[config.mk]
export PLATFORM = sky130hd
export DESIGN_NAME = vga_sync_decoder
export DESIGN_NICKNAME = d
export VERILOG_FILES = /design/src/rtl/vga_sync_decoder.sv
export SDC_FILE = /design/constraint.sdc
export NUM_CORES = 1
export LEC_CHECK = 0
export CAP_MARGIN = 10
export CORE_UTILIZATION = 40
export DETAILED_ROUTE_END_ITERATION = 8
export GPL_ROUTABILITY_DRIVEN = 1
export PLACE_DENSITY = 0.6
export SYNTH_ARGS = -nofsm -noshare
export SYNTH_HDL_FRONTEND = slang
export SYNTH_SLANG_ARGS = --single-unit
[constraint.sdc]
create_clock -name clk -period 3.99 [get_ports clk]
set_input_delay 1.197 -clock clk [delete_from_list [all_inputs] [get_ports clk]]
set_output_delay 1.197 -clock clk [all_outputs]
set_load 0.01 [all_outputs]
[src/rtl/vga_sync_decoder.sv]
// VGA receive-side timing decoder: locks to hSync/vSync, rebuilds pixel coordinates,
// strobes active pixels and keeps a per-frame checksum plus sync-error pulses.
//
// state  | meaning
// SEARCH | waiting for a vSync assert edge, timing checks ignored
// VERIFY | counting consecutive good frames toward lock
// LOCKED | timing trusted, pixels and checksum emitted
module vga_sync_decoder #(
  parameter int   H_ACTIVE    = 640,
  parameter int   H_FRONT     = 16,
  parameter int   H_SYNC      = 96,
  parameter int   H_BACK      = 48,
  parameter int   V_ACTIVE    = 480,
  parameter int   V_FRONT     = 10,
  parameter int   V_SYNC      = 2,
  parameter int   V_BACK      = 33,
  parameter logic SYNC_POL    = 1'b0,
  parameter int   LOCK_FRAMES = 2
) (
  input  logic        clk,
  input  logic        reset,
  input  logic        pixEn,
  input  logic        hSync,
  input  logic        vSync,
  input  logic [11:0] rgb,
  output logic        pixValid,
  output logic [9:0]  pixX,
  output logic [8:0]  pixY,
  output logic [11:0] pixData,
  output logic        frameStart,
  output logic        locked,
  output logic        syncErr,
  output logic [31:0] frameSum,
  output logic        frameSumValid
);

  localparam int H_TOTAL = H_ACTIVE + H_FRONT + H_SYNC + H_BACK;
  localparam int V_TOTAL = V_ACTIVE + V_FRONT + V_SYNC + V_BACK;
  localparam logic [9:0] H_LAST  = 10'(H_TOTAL - 1);
  localparam logic [9:0] V_LAST  = 10'(V_TOTAL - 1);
  localparam logic [9:0] H_LO    = 10'(H_SYNC + H_BACK);
  localparam logic [9:0] H_HI    = 10'(H_SYNC + H_BACK + H_ACTIVE);
  localparam logic [9:0] V_LO    = 10'(V_SYNC + V_BACK);
  localparam logic [9:0] V_HI    = 10'(V_SYNC + V_BACK + V_ACTIVE);
  localparam logic [9:0] CNT_MAX = 10'h3ff;
  localparam logic [7:0] LOCK_C  = 8'(LOCK_FRAMES);

  typedef enum logic [1:0] {SEARCH = 2'd0, VERIFY = 2'd1, LOCKED = 2'd2} state_t;

  state_t      state, state_nxt;
  logic [7:0]  good_cnt, good_nxt;
  logic        h_prev, v_prev, h_as, v_as, h_edge, v_edge;
  logic [9:0]  h_cnt, v_cnt, h_cnt_nxt, v_cnt_nxt;
  logic        line_bad, frame_bad, timing_err;
  logic [31:0] acc;
  logic        full_frame;
  logic        in_window, pix_hit, err_pulse, sum_emit, leave_locked;
  logic [9:0]  pix_x_nxt;
  logic [8:0]  pix_y_nxt;

  assign h_as   = (hSync == SYNC_POL);
  assign v_as   = (vSync == SYNC_POL);
  assign h_edge = pixEn && h_as && !h_prev;
  assign v_edge = pixEn && v_as && !v_prev;
  assign locked = (state == LOCKED);

  // Raster measurement on the current sample; edges are already gated by pixEn.
  always_comb begin
    h_cnt_nxt = (h_cnt == CNT_MAX) ? h_cnt : h_cnt + 10'd1;
    if (h_edge) h_cnt_nxt = '0;
    v_cnt_nxt = v_cnt;
    if (v_edge) v_cnt_nxt = '0;
    else if (h_edge && v_cnt != CNT_MAX) v_cnt_nxt = v_cnt + 10'd1;
    line_bad   = h_edge && (h_cnt != H_LAST);
    frame_bad  = v_edge && (v_cnt != V_LAST);
    timing_err = pixEn && (line_bad || frame_bad || h_cnt_nxt == CNT_MAX);
  end

  always_ff @(posedge clk or negedge reset) begin
    if (!reset) begin
      state    <= SEARCH;
      good_cnt <= '0;
    end else begin
      state    <= state_nxt;
      good_cnt <= good_nxt;
    end
  end

  always_comb begin
    state_nxt = state;
    good_nxt  = good_cnt;
    case (state)
      SEARCH: if (v_edge) begin
        state_nxt = VERIFY;
        good_nxt  = '0;
      end
      VERIFY: begin
        if (timing_err) state_nxt = SEARCH;
        else if (v_edge) begin
          good_nxt = good_cnt + 8'd1;
          if (good_cnt + 8'd1 == LOCK_C) state_nxt = LOCKED;
        end
      end
      LOCKED: if (timing_err) state_nxt = SEARCH;
      default: state_nxt = SEARCH;
    endcase
  end

  // A frame counts as fully locked when it starts on an edge that leaves the FSM in LOCKED.
  always_comb begin
    in_window    = (h_cnt_nxt >= H_LO) && (h_cnt_nxt < H_HI) &&
                   (v_cnt_nxt >= V_LO) && (v_cnt_nxt < V_HI);
    pix_hit      = pixEn && (state_nxt == LOCKED) && in_window;
    err_pulse    = timing_err && (state != SEARCH);
    sum_emit     = v_edge && (state == LOCKED) && full_frame;
    leave_locked = (state == LOCKED) && (state_nxt != LOCKED);
    pix_x_nxt    = h_cnt_nxt - H_LO;
    pix_y_nxt    = 9'(v_cnt_nxt - V_LO);
  end

  always_ff @(posedge clk or negedge reset) begin
    if (!reset) begin
      h_prev        <= 1'b0;
      v_prev        <= 1'b0;
      h_cnt         <= '0;
      v_cnt         <= '0;
      acc           <= '0;
      full_frame    <= 1'b0;
      pixValid      <= 1'b0;
      pixX          <= '0;
      pixY          <= '0;
      pixData       <= '0;
      frameStart    <= 1'b0;
      syncErr       <= 1'b0;
      frameSum      <= '0;
      frameSumValid <= 1'b0;
    end else begin
      pixValid      <= 1'b0;
      frameStart    <= 1'b0;
      syncErr       <= 1'b0;
      frameSumValid <= 1'b0;
      if (pixEn) begin
        h_prev     <= h_as;
        v_prev     <= v_as;
        h_cnt      <= h_cnt_nxt;
        v_cnt      <= v_cnt_nxt;
        pixValid   <= pix_hit;
        frameStart <= v_edge;
        syncErr    <= err_pulse;
        if (pix_hit) begin
          pixX    <= pix_x_nxt;
          pixY    <= pix_y_nxt;
          pixData <= rgb;
        end
        if (sum_emit) begin
          frameSum      <= acc;
          frameSumValid <= 1'b1;
        end
        if (leave_locked || v_edge) acc <= '0;
        else if (pix_hit) acc <= acc + {20'd0, rgb};
        if (v_edge) full_frame <= (state_nxt == LOCKED);
        else if (state_nxt != LOCKED) full_frame <= 1'b0;
      end
    end
  end

endmodule

After elaboration in Yosys (flattened, before gate mapping) --
Index checks and enable logic that the tools add are counted.
Storage, ports and cells: flip-flop bits (word level) 132, bits of input ports 17, output and inout port bits 68, logic and storage cells 96
Operators by class: add/subtract/negate cells 6, order comparisons 4, equality and inequality tests 13, multiplexer cells 23, bitwise logic cells 2, reductions and logical operators 32
Operators with widths (count):
- $mux 32 | 2
- $mux 10 | 4
- $add 32x12->32 | 1
- $ne 10x10->1 const B | 3
- $mux 8 | 3
- $add 10x1->10 const B | 2
- $eq 10x10->1 const B | 2
- $lt 10x10->1 const B | 2
- $logic_and 1x1->1 | 17
- $pmux 8 s2 | 1
- $ge 10x6->1 const B | 1
- $ge 10x8->1 const B | 1
- $mux 2 | 5
- $sub 10x8->10 const B | 1
- $sub 9x6->9 const B | 1
- $add 8x1->8 const B | 1
- $eq 8x2->1 const B | 1
- $ne 2x2->1 const B | 4
- $reduce_and 2->1 | 4
- $reduce_bool 2->1 | 4
- $mux 1 | 7
- $pmux 2 s3 | 1
- $eq 2x2->1 const B | 2
- $reduce_and 4->1 | 1
- 5 further kinds | 9

Depth between registers and ports, before layout --
depth after elaboration 14, gate-level depth with buffers 17, depth with buffers taken out 15

Worst setup path after synthesis --
Ideal clock, no wire load.
path kind input-to-reg, from input port pixEn, to register acc[27], setup time 0.078 ns, arrival time 4.077 ns, required time 3.912 ns, path slack -0.165 ns, stages on the path 14, buffers on the path 3, path through buf_4 > nor3b_2 > buf_2 > o31ai_1 > xnor2_1 > nor2_1 > ha_1 > nor3_2 > a41oi_1 > nor4_2 > nand2_1 > buf_2 > or4_1 > a21oi_1
On the way: elaborated cells on any way between the ends 35
RTL lines:
- from (decl) | line 22 | input logic pixEn,
- $logic_and 1x1->1 (2 in series) | line 63 | assign h_edge = pixEn && h_as && !h_prev;
- $logic_and 1x1->1 | line 73 | else if (h_edge && v_cnt != CNT_MAX) v_cnt_nxt = v_cnt + 10'd1;
- $mux 10 | line 73
- $mux 10 * | line 72 | if (v_edge) v_cnt_nxt = '0;
- net v_cnt_nxt[0] | line 53 | logic [9:0] h_cnt, v_cnt, h_cnt_nxt, v_cnt_nxt;
- $ge 10x6->1 | line 112 | (v_cnt_nxt >= V_LO) && (v_cnt_nxt < V_HI);
- $logic_and 1x1->1 | line 111 | in_window = (h_cnt_nxt >= H_LO) && (h_cnt_nxt < H_HI) &&
- $logic_and 1x1->1 * | line 112
- $logic_and 1x1->1 * | line 113 | pix_hit = pixEn && (state_nxt == LOCKED) && in_window;
- $reduce_bool 2->1 (no source line) *
- $reduce_and 2->1 (no source line) *
- to (signal assigned) | line 160 | else if (pix_hit) acc <= acc + {20'd0, rgb};
- to (decl) | line 55 | logic [31:0] acc;
Mark *: on every way through the listed nets, which the timed path passes. The rest lies on a longest branch. A chain may end at the register's enable or synchronous reset.

Worst setup path after layout --
from input port vSync, to register acc[28]
On the way: cells in the longest elaborated chain, start to end 14, elaborated cells on any way between the ends 26
Ends and longest elaborated chain:
- from (decl) | line 24 | input logic vSync,
- $not 1->1 * | line 62 | assign v_as = (vSync == SYNC_POL);
- $logic_and 1x1->1 * (2 in series) | line 64 | assign v_edge = pixEn && v_as && !v_prev;
- parallel branches: the longest is 11 deep, another holds $ge 10x6->1
Mark *: on every way between the ends.

==> impl_metrics.ini <==
[outcome]
status = complete, no violations

[global_routing]
first_global_vias = 5841
grt_use_total_pct = 20.54
grt_pass1_wl_um = 28870
gr-total-overflow = 0
grt_max_degree = 64
antenna_found_initial = 0

[drt]
via_per_inst = 5.380
drc = 0
vias = 5606
postRouteAntennaNets = 0
wl_per_cell_um = 16.52
drt_wl_total_um = 17210
drt_first_pass_iters = 5
drtIter0Drc = 400

[setup_path]
path_max_fanout = 10
start_kind = input pin
criticalPathCategory = input pin to flop
worstPathArrival_ns = 4.18
required_ns = 4.34
crit_chain = clkdlybuf4s50_1 > or3b_4 > buf_4 > nand2_1 > a31oi_1 > a311oi_2 > a41oi_2 > nor4_4 > buf_4 > nand4_1 > or3_4 > a21oi_2
crit_top_cell = buf_4
critical_path.max_stage_delay_ns = 0.43
r2r_slack_ns = 0.30
cp-end-kind = flop
slowest_stage = clkdlybuf4s50_1

[cells_and_area]
multi_input_area_um2 = 3490
finalNetCount = 848
drive_above_1_share_pct = 21.78
seqCellArea_um2 = 3303
antenna_cells = 0
nFillCells = 1474
finalNonFillerCells = 1042
syn_to_final_growth_pct = 32.53

[sta]
hold_ws_ns = 0.4775
fmax_ghz = 0.2615
finalMaxSlewViolations = 0
rsz0062_at_grt = no
relSlewSlack_pct = 48.25
hold_viol_final = 0
setup_tns_ns = 0
fin_ws_ns = 0.1652
setup_viol = 0
finalCritPeriodShare_pct = 95.86
worst_pin_slew_ns = 0.7665
finClkSkew_ns = 0.009711
min_period_ns = 3.825

[floorplanning]
dieWidth_um = 133.4
dieArea_um2 = 17800
initial_core_util_pct = 41.36
ios = 85
core_um2 = 16700
dieHeight_um = 133.4
rows = 47

[place]
gp_congestion = 0.8936
portBuffers = 84
hpwl_um = 12160
dp_cells = 1007
dpl_worst_slack_ns = -0.5331

[synth]
avgSynthCellArea_um2 = 10.37
synth_xor_xnor_area_share_pct = 4.311
synth_compound_area_share_pct = 12.91
synth-simple-area-share_pct = 16.81
synth_cells = 666
synthDistinctLibCells = 70
synth_ff_type = dfrtp_1
yosysSeqAreaShare_pct = 47.82
synth_adder_area_share_pct = 4.256
synth.area.mux_share_pct = 10.67
synth-async-reset-ratio_pct = 100.0
synth_edf_count = 0
synth_top_family_by_area = simple AND/OR/NAND/NOR gates
ys_ff_latch = 132
synth_nets = 705
synth_area_um2 = 6908
synth_warnings = 0

[power]
p_per_area_nw_per_um2 = 392.5
power.leakage_nw = 4.306
vdd_drop_max_mv = 0.2991

[clock_network]
clk_pin_slew_worst_paths_ns = 0.06
cts_sinks = 132
ctsLongestPathBuffers = 2
cts-root-buf = clkbuf_16
cts_tree = yes
cts.htree.levels = 4
clk_latency_ns = 0.42
cts_buffers = 17

[flow_run]
drv_cap = 0

[worst_hold_path]
min_path_type = flop to flop
cells in the mapped netlist (all sizes together), types with 3 or more instances:
cell,instances,share of area [%]
inv,19,1.0
ha,21,3.8
a41oi,3,0.38
a21oi,39,2.8
nand3,21,1.5
mux2i,14,2.0
nand2b,8,0.72
o21ai,36,2.6
nand2,57,3.1
a211oi,4,0.58
and3,14,1.3
a21o,4,0.43
o21a,4,0.43
or3,10,0.91
nor2b,4,0.36
a31oi,5,0.54
dfrtp,132,48
o31ai,15,1.6
xnor2,23,2.9
mux2,53,8.6
nor3b,4,0.51
nor3,13,1.1
o211ai,3,0.33
nor2,48,2.7
o22ai,3,0.27
nand4,16,1.4
and4,5,0.63
xor2,11,1.4
or4,5,0.54
clkbuf,13,0.71
buf,18,1.5
a311oi,3,0.47
and2,4,0.36
nor4,5,0.54
cells in the final DEF, fill, tap and decap left out, drive strengths merged, types with 16 or more instances in the layout:
master	netlist	final
clkbuf	13	17
nand4	16	16
clkdlybuf4s50	0	81
nand2	57	57
dfrtp	132	132
o21ai	36	36
mux2	53	53
nor2	48	48
a21oi	39	39
inv	19	23
ha	21	21
xnor2	23	23
buf	18	72
nand3	21	21
timing repair:
| action | 4_1_cts | 5_1_grt |
|---|---|---|
| endpoints found under the setup margin | 23 | 42 |
| hold buffers | 0 | 0 |
| hold endpoints to repair | 0 | 0 |
| pin swaps | 2 | 8 |
| resized for setup | 4 | 14 |
| setup buffers | 2 | 1 |
critical path, delay by kind of cell:
kind                   cells  cell delay, ns
AO/OA/AOI/OAI              4            0.72
buffers and inverters      3            0.83
AND/OR/NAND/NOR            5            1.42
report_power, final:
group	internal, W	switching [W]	leakage (nW)
sequential	0.00140	0.000106	1.82
clock	0.000924	0.000624	0.284
combinational	0.000250	0.000286	2.20
sequential cells by signal (all words and copies together) (netlist names), 2 cells and up:
register	count
acc	32
frameSum	32
pixData	12
h_cnt	10
pixX	10
v_cnt	10
pixY	9
good_cnt	8
state	2
worst paths after layout:
| check | from | endpoint | cells after the start |
|---|---|---|---|
| min in group asynchronous | reset | h_cnt[0] | 1 |
| min | pixY[3] | pixY[3] | 2 |
| max | vSync | acc[28] | 12 |
| max in group asynchronous | reset | state[1] | 2 |
| min reg2reg | pixY[3] | pixY[3] | 2 |
| max reg2reg | v_cnt[1] | acc[28] | 13 |
cell families after synthesis:
group / after synthesis
and+or+nand+nor: 223
AOI/OAI and AO/OA: 137
DFF: 132
muxes: 67
buffers and inverters: 50
xor gates and xnor gates: 34
adders and majority gates: 23
metal layers:
metal / vias up / track usage, % / share of wire, %
li1: 2706 / - / -
met1: 2771 / 25.25 / 45
met2: 112 / 35.65 / 51
met3: 17 / 4.566 / 3.6
met4: 0 / 6.629 / 1.2
met5: - / 0 / 0
final cells by class:
cell class | count | share of cell area (%)
sequential | 132 | 36.08
clock inverter | 15 | 1.708
multi-input combinational | 484 | 38.12
inverter | 19 | 0.7790
tap | 220 | 3.007
timing repair buffer | 155 | 15.66
clock buffer | 17 | 4.647
through the flow:
step | util, % | total power (W) | instance area, um^2
floorplan | - | 0.001828 | 6940
global placement | 50.65 | 0.002047 | 8459
detailed placement | 50.65 | 0.002060 | 8459
CTS | 54.39 | 0.003620 | 9084
global route | 54.82 | 0.003767 | 9155
finish | 54.82 | 0.003594 | 9155
Power figures use the tool's default switching activity.
